**src/rtl/cart_mem_pkg.sv**
```systemverilog
// Shared types and constants for the cartridge memory arbiter.
package cart_mem_pkg;

  localparam int unsigned ADDR_W   = 25;
  localparam logic [7:0]  RAM_FILL = 8'hFF;

  typedef enum logic [1:0] {
    IDLE,
    CPU_ACC,
    BK_ACC,
    DONE
  } arb_state_t;

endpackage

```
**src/rtl/cart_mem_arbiter_if.sv**
```systemverilog
// Shared external RAM request/ready port; the arbiter is the master side.
interface cart_mem_arbiter_if #(
  parameter int unsigned ADDR_W = cart_mem_pkg::ADDR_W
);

  logic [ADDR_W-1:0] ram_addr;
  logic [7:0]        ram_din;
  logic [7:0]        ram_dout;
  logic              ram_rd;
  logic              ram_we;
  logic              ram_ready;

  modport master (
    output ram_addr, ram_din, ram_rd, ram_we,
    input  ram_dout, ram_ready
  );

  modport slave (
    input  ram_addr, ram_din, ram_rd, ram_we,
    output ram_dout, ram_ready
  );

endinterface

```
**src/rtl/cart_mem_arbiter.sv**
```systemverilog
// Single-port arbiter between the mapper CPU path and the SRAM backup engine:
// one-deep CPU pending slot, starvation-bounded backup grants, strobe timeout.
module cart_mem_arbiter #(
  parameter int unsigned ADDR_W     = cart_mem_pkg::ADDR_W,
  parameter int unsigned TIMEOUT    = 255,
  parameter int unsigned STARVE_MAX = 4
) (
  input  logic              clk,
  input  logic              reset,
  input  logic              cpu_req,
  input  logic              cpu_wr,
  input  logic [ADDR_W-1:0] cpu_addr,
  input  logic              cpu_unmaped,
  input  logic              cpu_wr_en,
  input  logic [7:0]        cpu_din,
  output logic [7:0]        cpu_dout,
  output logic              cpu_wait,
  input  logic              bk_req,
  input  logic              bk_wr,
  input  logic [ADDR_W-1:0] bk_addr,
  input  logic [7:0]        bk_din,
  output logic [7:0]        bk_dout,
  output logic              bk_ack,
  cart_mem_arbiter_if.master ram,
  output logic              err_timeout,
  output logic              err_overrun
);
  import cart_mem_pkg::*;

  localparam int unsigned    SW         = (STARVE_MAX < 1) ? 1 : $clog2(STARVE_MAX + 1);
  localparam logic [SW-1:0]  STARVE_LIM = SW'(STARVE_MAX);
  localparam logic [7:0]     TO_LAST    = 8'(TIMEOUT - 1);

  arb_state_t        state, state_nxt;
  logic              pend, p_wr, p_null;
  logic [ADDR_W-1:0] p_addr;
  logic [7:0]        p_din;
  logic              own_cpu;
  logic [SW-1:0]     starve;
  logic [7:0]        tcnt;

  logic cpu_act, req_ok, force_bk, real_pend, in_acc;
  logic grant_cpu, grant_bk, finish, timed_out;
  logic [7:0] rd_data;

  assign cpu_act   = (state == CPU_ACC) || ((state == DONE) && own_cpu);
  assign req_ok    = cpu_req && !pend && !cpu_act;
  assign force_bk  = bk_req && (starve == STARVE_LIM);
  assign real_pend = pend && !p_null;
  assign in_acc    = (state == CPU_ACC) || (state == BK_ACC);
  assign rd_data   = timed_out ? RAM_FILL : ram.ram_dout;

  always_ff @(posedge clk) begin
    if (reset) state <= IDLE;
    else       state <= state_nxt;
  end

  // A fresh CPU request arriving alongside bk_req holds off the backup grant
  // for the one cycle it takes to reach the pending slot, unless starved.
  always_comb begin
    state_nxt = state;
    grant_cpu = 1'b0;
    grant_bk  = 1'b0;
    finish    = 1'b0;
    timed_out = 1'b0;
    case (state)
      IDLE: begin
        if (real_pend && !force_bk) begin
          grant_cpu = 1'b1;
          state_nxt = CPU_ACC;
        end else if (bk_req && (force_bk || !req_ok)) begin
          grant_bk  = 1'b1;
          state_nxt = BK_ACC;
        end
      end
      CPU_ACC, BK_ACC: begin
        if (ram.ram_ready) begin
          finish    = 1'b1;
          state_nxt = DONE;
        end else if (tcnt == TO_LAST) begin
          finish    = 1'b1;
          timed_out = 1'b1;
          state_nxt = DONE;
        end
      end
      DONE:    state_nxt = IDLE;
      default: state_nxt = IDLE;
    endcase
  end

  always_ff @(posedge clk) begin
    if (reset) begin
      pend         <= 1'b0;
      p_wr         <= 1'b0;
      p_null       <= 1'b0;
      p_addr       <= '0;
      p_din        <= '0;
      own_cpu      <= 1'b0;
      starve       <= '0;
      tcnt         <= '0;
      cpu_dout     <= RAM_FILL;
      bk_dout      <= RAM_FILL;
      cpu_wait     <= 1'b0;
      bk_ack       <= 1'b0;
      ram.ram_addr <= '0;
      ram.ram_din  <= '0;
      ram.ram_rd   <= 1'b0;
      ram.ram_we   <= 1'b0;
      err_timeout  <= 1'b0;
      err_overrun  <= 1'b0;
    end else begin
      bk_ack <= 1'b0;

      if (cpu_req && !req_ok) err_overrun <= 1'b1;
      if (req_ok) begin
        pend     <= 1'b1;
        p_wr     <= cpu_wr;
        p_null   <= cpu_unmaped || (cpu_wr && !cpu_wr_en);
        p_addr   <= cpu_addr;
        p_din    <= cpu_din;
        cpu_wait <= 1'b1;
      end

      // Unmapped or protected accesses never touch RAM and retire at once.
      if (pend && p_null) begin
        pend     <= 1'b0;
        cpu_wait <= 1'b0;
        if (!p_wr) cpu_dout <= RAM_FILL;
      end

      if (grant_cpu) begin
        pend         <= 1'b0;
        own_cpu      <= 1'b1;
        tcnt         <= '0;
        ram.ram_addr <= p_addr;
        ram.ram_din  <= p_din;
        ram.ram_rd   <= !p_wr;
        ram.ram_we   <= p_wr;
      end
      if (grant_bk) begin
        own_cpu      <= 1'b0;
        tcnt         <= '0;
        ram.ram_addr <= bk_addr;
        ram.ram_din  <= bk_din;
        ram.ram_rd   <= !bk_wr;
        ram.ram_we   <= bk_wr;
      end

      if (in_acc && !finish) tcnt <= tcnt + 8'd1;

      if (finish) begin
        ram.ram_rd <= 1'b0;
        ram.ram_we <= 1'b0;
        if (ram.ram_rd) begin
          if (own_cpu) cpu_dout <= rd_data;
          else         bk_dout  <= rd_data;
        end
        if (timed_out) err_timeout <= 1'b1;
        if (!own_cpu)  bk_ack      <= 1'b1;
      end

      if ((state == DONE) && own_cpu) cpu_wait <= 1'b0;

      if (!bk_req || grant_bk)                   starve <= '0;
      else if (grant_cpu && starve != STARVE_LIM) starve <= starve + SW'(1);
    end
  end

endmodule

```
**src/flat_wrapper.sv**
```systemverilog
// flat-port wrapper written by rule: the top's interface ports become plain ports
module cart_mem_arbiter_flat import cart_mem_pkg::*;
#(
  parameter int unsigned ADDR_W     = cart_mem_pkg::ADDR_W,
  parameter int unsigned TIMEOUT    = 255,
  parameter int unsigned STARVE_MAX = 4
)
  (clk, reset, cpu_req, cpu_wr, cpu_addr, cpu_unmaped, cpu_wr_en, cpu_din, cpu_dout, cpu_wait, bk_req, bk_wr, bk_addr, bk_din, bk_dout, bk_ack, err_timeout, err_overrun, ram_ram_addr, ram_ram_din, ram_ram_rd, ram_ram_we, ram_ram_dout, ram_ram_ready);
  cart_mem_arbiter_if #(.ADDR_W(ADDR_W)) ram_i ();
  input  logic clk;
  input  logic reset;
  input  logic cpu_req;
  input  logic cpu_wr;
  input  logic [ADDR_W-1:0] cpu_addr;
  input  logic cpu_unmaped;
  input  logic cpu_wr_en;
  input  logic [7:0] cpu_din;
  output logic [7:0] cpu_dout;
  output logic cpu_wait;
  input  logic bk_req;
  input  logic bk_wr;
  input  logic [ADDR_W-1:0] bk_addr;
  input  logic [7:0] bk_din;
  output logic [7:0] bk_dout;
  output logic bk_ack;
  output logic err_timeout;
  output logic err_overrun;
  output wire logic [$bits(ram_i.ram_addr)-1:0] ram_ram_addr;
  output wire logic [$bits(ram_i.ram_din)-1:0] ram_ram_din;
  output wire logic [$bits(ram_i.ram_rd)-1:0] ram_ram_rd;
  output wire logic [$bits(ram_i.ram_we)-1:0] ram_ram_we;
  input wire logic [$bits(ram_i.ram_dout)-1:0] ram_ram_dout;
  input wire logic [$bits(ram_i.ram_ready)-1:0] ram_ram_ready;
  assign ram_ram_addr = ram_i.ram_addr;
  assign ram_ram_din = ram_i.ram_din;
  assign ram_ram_rd = ram_i.ram_rd;
  assign ram_ram_we = ram_i.ram_we;
  assign ram_i.ram_dout = ram_ram_dout;
  assign ram_i.ram_ready = ram_ram_ready;
  cart_mem_arbiter #(.ADDR_W(ADDR_W), .TIMEOUT(TIMEOUT), .STARVE_MAX(STARVE_MAX)) u_core (.clk(clk), .reset(reset), .cpu_req(cpu_req), .cpu_wr(cpu_wr), .cpu_addr(cpu_addr), .cpu_unmaped(cpu_unmaped), .cpu_wr_en(cpu_wr_en), .cpu_din(cpu_din), .cpu_dout(cpu_dout), .cpu_wait(cpu_wait), .bk_req(bk_req), .bk_wr(bk_wr), .bk_addr(bk_addr), .bk_din(bk_din), .bk_dout(bk_dout), .bk_ack(bk_ack), .ram(ram_i), .err_timeout(err_timeout), .err_overrun(err_overrun));
endmodule
```
**config.mk**
```make
export PLATFORM = sky130hd
export DESIGN_NAME = cart_mem_arbiter_flat
export DESIGN_NICKNAME = d
export VERILOG_FILES = /design/src/rtl/cart_mem_pkg.sv /design/src/rtl/cart_mem_arbiter_if.sv /design/src/rtl/cart_mem_arbiter.sv /design/src/flat_wrapper.sv
export SDC_FILE = /design/constraint.sdc
export NUM_CORES = 1
export LEC_CHECK = 0
export ABC_AREA = 0
export BUFFER_PORTS_ARGS = -buffer_cell sky130_fd_sc_hd__clkbuf_2
export CAP_MARGIN = 15
export CORE_MARGIN = 4
export CORE_UTILIZATION = 51
export CTS_CLUSTER_SIZE = 25
export DETAILED_ROUTE_END_ITERATION = 7
export PLACE_DENSITY = 0.8
export SETUP_SLACK_MARGIN = 0.3
export SLEW_MARGIN = 20
export SYNTH_ARGS = -nofsm -noshare
export SYNTH_HDL_FRONTEND = slang
export SYNTH_SLANG_ARGS = --single-unit
```
**constraint.sdc**
```tcl
create_clock -name clk -period 1.95 [get_ports clk]
set_input_delay 0.39 -clock clk [delete_from_list [all_inputs] [get_ports clk]]
set_output_delay 0.39 -clock clk [all_outputs]
set_load 0.02 [all_outputs]
```
==> impl_metrics.py <==
metrics = {
    "worst_setup_path": {
        "crit_chain": "inv_6 -> ha_4 -> nor2b_4 -> a21o_1 -> a211oi_4 -> buf_12 -> clkbuf_16 -> a221o_1",
        "crit_path_top_delay_cell": "dfxtp_4",
        "path_buf_inv": 3,
        "worst_setup_path_start_kind": "flip-flop",
        "critical_path_class": "flip-flop to flip-flop",
        "endpoint_kind": "flip-flop",
        "cp.arrival_ns": 1.98,
        "critPathTopFamily": "compound AO/OA/AOI/OAI gates",
        "required_ns": 2.20,
        "crit_path_max_incr_delay_ns": 0.38,
        "critPathMaxFanout": 8,
    },
    "synthesis": {
        "async_reset_ff_share_pct": 0,
        "yosys.cell_types.count": 56,
        "syn_area_um2": 4300,
        "ys.flop_type": "dfxtp_1",
        "netlist_instances": 457,
        "ys_seq_area_share_pct": 48.9,
        "syn-num-nets": 548,
        "syn_area_per_cell_um2": 9.40,
        "synth_edf_count": 0,
        "yosysWarnings": 0,
        "synth_seq_cells": 105,
    },
    "grt": {
        "grt_usage_pct": 20.5,
        "grt_pass1_wl_um": 16800,
        "first_global_vias": 3592,
        "grt.overflow.total": 0,
        "antenna_found_initial": 0,
        "grt_max_degree": 36,
    },
    "power_and_ir_drop": {
        "power_frac_seq_pct": 42.6,
        "pwr-share-comb_pct": 37.7,
        "powerDensity_nw_per_um2": 1110,
        "power.switching_mw": 2.31,
        "swShare_pct": 36.7,
        "ir_drop_mv": 0.495,
        "clkPwrFrac_pct": 19.7,
        "internal_power_mw": 3.98,
        "p_leak_nw": 2.41,
    },
    "sta": {
        "tightestPinTransition_ns": 0.488,
        "max_freq_mhz": 579,
        "slew-limit-headroom_pct": 67.2,
        "final.setup_skew_ns": 0.0211,
        "tns_ns": 0,
        "min_period_over_period_pct": 88.6,
        "period_needed_ns": 1.73,
        "hold_viol_final": 0,
        "drv_slew": 0,
        "setup_viol": 0,
        "rsz0062_at_grt": "yes",
        "setup_slack_ns": 0.223,
    },
    "final_layout": {
        "register_area_um2": 2120,
        "fin_area_um2": 5660,
        "area_growth_pct": 31.7,
        "nets": 696,
        "drive_above_1_share_pct": 37.2,
        "antennaDiodeCount": 0,
        "final_cells": 715,
        "n_fill_cell": 648,
        "multi_input_area_um2": 2210,
    },
    "detailed_routing": {
        "drt_iter0_markers": 174,
        "vias": 3927,
        "routed_wl_um": 11400,
        "top_layer": "met4",
        "detail_route.first_pass.iterations": 4,
        "drc_errors": 0,
        "met1_length_um": 4800,
        "viasPerCell": 5.49,
        "wl_met3_um": 921,
        "wl_met2_um": 5430,
        "wl_per_cell_um": 15.9,
        "postRouteAntennaNets": 0,
    },
    "clocking": {
        "cts_hold_buf": 0,
        "clock-sinks": 105,
        "root_buffer": "clkbuf_8",
        "clock_path_buffers": 2,
        "cts_buffers": 9,
        "cts_tree": "built",
        "htreeDepth": 3,
        "clk_latency_ns": 0.37,
        "clk_pin_slew_worst_paths_ns": 0.11,
    },
    "job": {
        "drv_cap": 0,
    },
    "placed_design": {
        "placed_area_um2": 5070,
        "dp_hpwl_um": 7670,
        "dp_slack_ns": -0.0393,
        "dp_cells": 683,
        "port_buffers": 137,
        "gp_congestion": 0.808,
    },
    "status": {
        "outcome": "completed",
    },
    "die": {
        "rows": 33,
        "die_width_um": 99.8,
        "fp.coreArea_um2": 8220,
        "initial_core_util_pct": 52.3,
        "dieArea_um2": 9960,
        "ios": 138,
        "die_h_um": 99.8,
    },
    "min_path": {
        "min_path_type": "primary input to flip-flop",
    },
}
## cells in the mapped netlist (8+ instances only)
master,count,area [um2]
and2_0,30,188
a221o_1,33,330
nor2_1,15,56.3
nand2_1,75,282
o22a_1,8,70.1
nand2b_1,9,56.3
a21oi_1,53,265
buf_2,15,75.1
o21bai_1,9,67.6
ha_1,8,100
dfxtp_1,105,2100
## layout make-up
class | instances | area share (%)
Timing Repair Buffer | 162 | 17.3
Sequential cell | 105 | 37.5
Inverter | 6 | 0.531
Clock buffer | 10 | 2.26
Multi-Input combinational cell | 321 | 39.1
Clock inverter | 6 | 0.929
Tap cell | 105 | 2.32
## layout by cell type, fill, tap and decap left out, drive strengths merged, types with 6 or more instances in the layout
master | synthesis | final
dfxtp | 105 | 105
buf | 21 | 23
a221o | 33 | 33
o21bai | 9 | 9
and3 | 6 | 6
a21oi | 54 | 54
clkbuf | 6 | 149
o22a | 8 | 8
nand3 | 6 | 6
inv | 6 | 7
nand2b | 9 | 9
ha | 8 | 8
nor2 | 15 | 15
and2 | 35 | 35
nand2 | 76 | 76
## cells by family (layout without fill, tap and decap cells)
kind of cell / Yosys count / count (layout) / synth area share, %
compound gates: 137 / 138 / 23.7
xor+xnor: 1 / 1 / 0.204
fa+ha+maj: 8 / 8 / 2.33
buf+inv: 33 / 184 / 4.19
flops: 105 / 105 / 48.9
mux: 1 / 1 / 0.233
simple gates: 172 / 173 / 20.4
## timing repair
action / in CTS / in global routing
buffers inserted: 3 / 8
gates resized for setup: 19 / 43
cloned: 0 / 5
setup endpoints to repair: 89 / 92
pin swaps: 2 / 40
## power by group through the flow
stage	Sequential [mW]	Combinational, mW	Clock, mW
3_5_place_dp	2.69	1.92	0
3_3_place_gp	2.68	1.86	0
5_1_grt	2.72	2.56	1.36
4_1_cts	2.65	2.07	1.27
6_report	2.68	2.37	1.24
2_1_floorplan	2.83	1.22	0
## registers in the layout, indices dropped and copies added (netlist names), 2 cells and up
register,cells
u_core.ram.ram_din,8
u_core.cpu_dout,8
u_core.bk_dout,8
u_core.p_din,8
u_core.state,2
u_core.tcnt,8
u_core.p_addr,25
u_core.ram.ram_addr,25
u_core.starve,3
## metal layers
layer | global-route usage (%) | vias up
met4 | 6.83 | 0
li1 | - | 1939
met1 | 26.3 | 1820
met5 | 0 | -
met3 | 4.59 | 23
met2 | 34.2 | 145
## worst min-delay path: cells and delay by family
kind | cells | cell delay [ns]
buffers and inverters | 1 | 0.08
AO/OA/AOI/OAI | 1 | 0.05
AND/OR/NAND/NOR | 1 | 0.04
## stage by stage
stage               power (mW)  util (%)  hold WS (ns)
detailed placement        4.62      61.7         0.443
global placement          4.54      61.7         0.438
floorplan                 4.05         -         0.432
finish                    6.29      68.9         0.230
CTS                       5.98      65.0         0.223
global route              6.64      68.9         0.223
## final timing paths
kind / startpoint / endpoint / cells after the start / slack [ns]
max: u_core.state[1] / u_core.ram.ram_addr[9] / 8 / 0.22
max reg2reg: u_core.state[1] / u_core.ram.ram_addr[9] / 8 / 0.22
min reg2reg: u_core.p_din[7] / u_core.p_din[7] / 2 / 0.46
min: cpu_addr[15] / u_core.p_addr[15] / 3 / 0.23
Power figures use the tool's default switching activity.
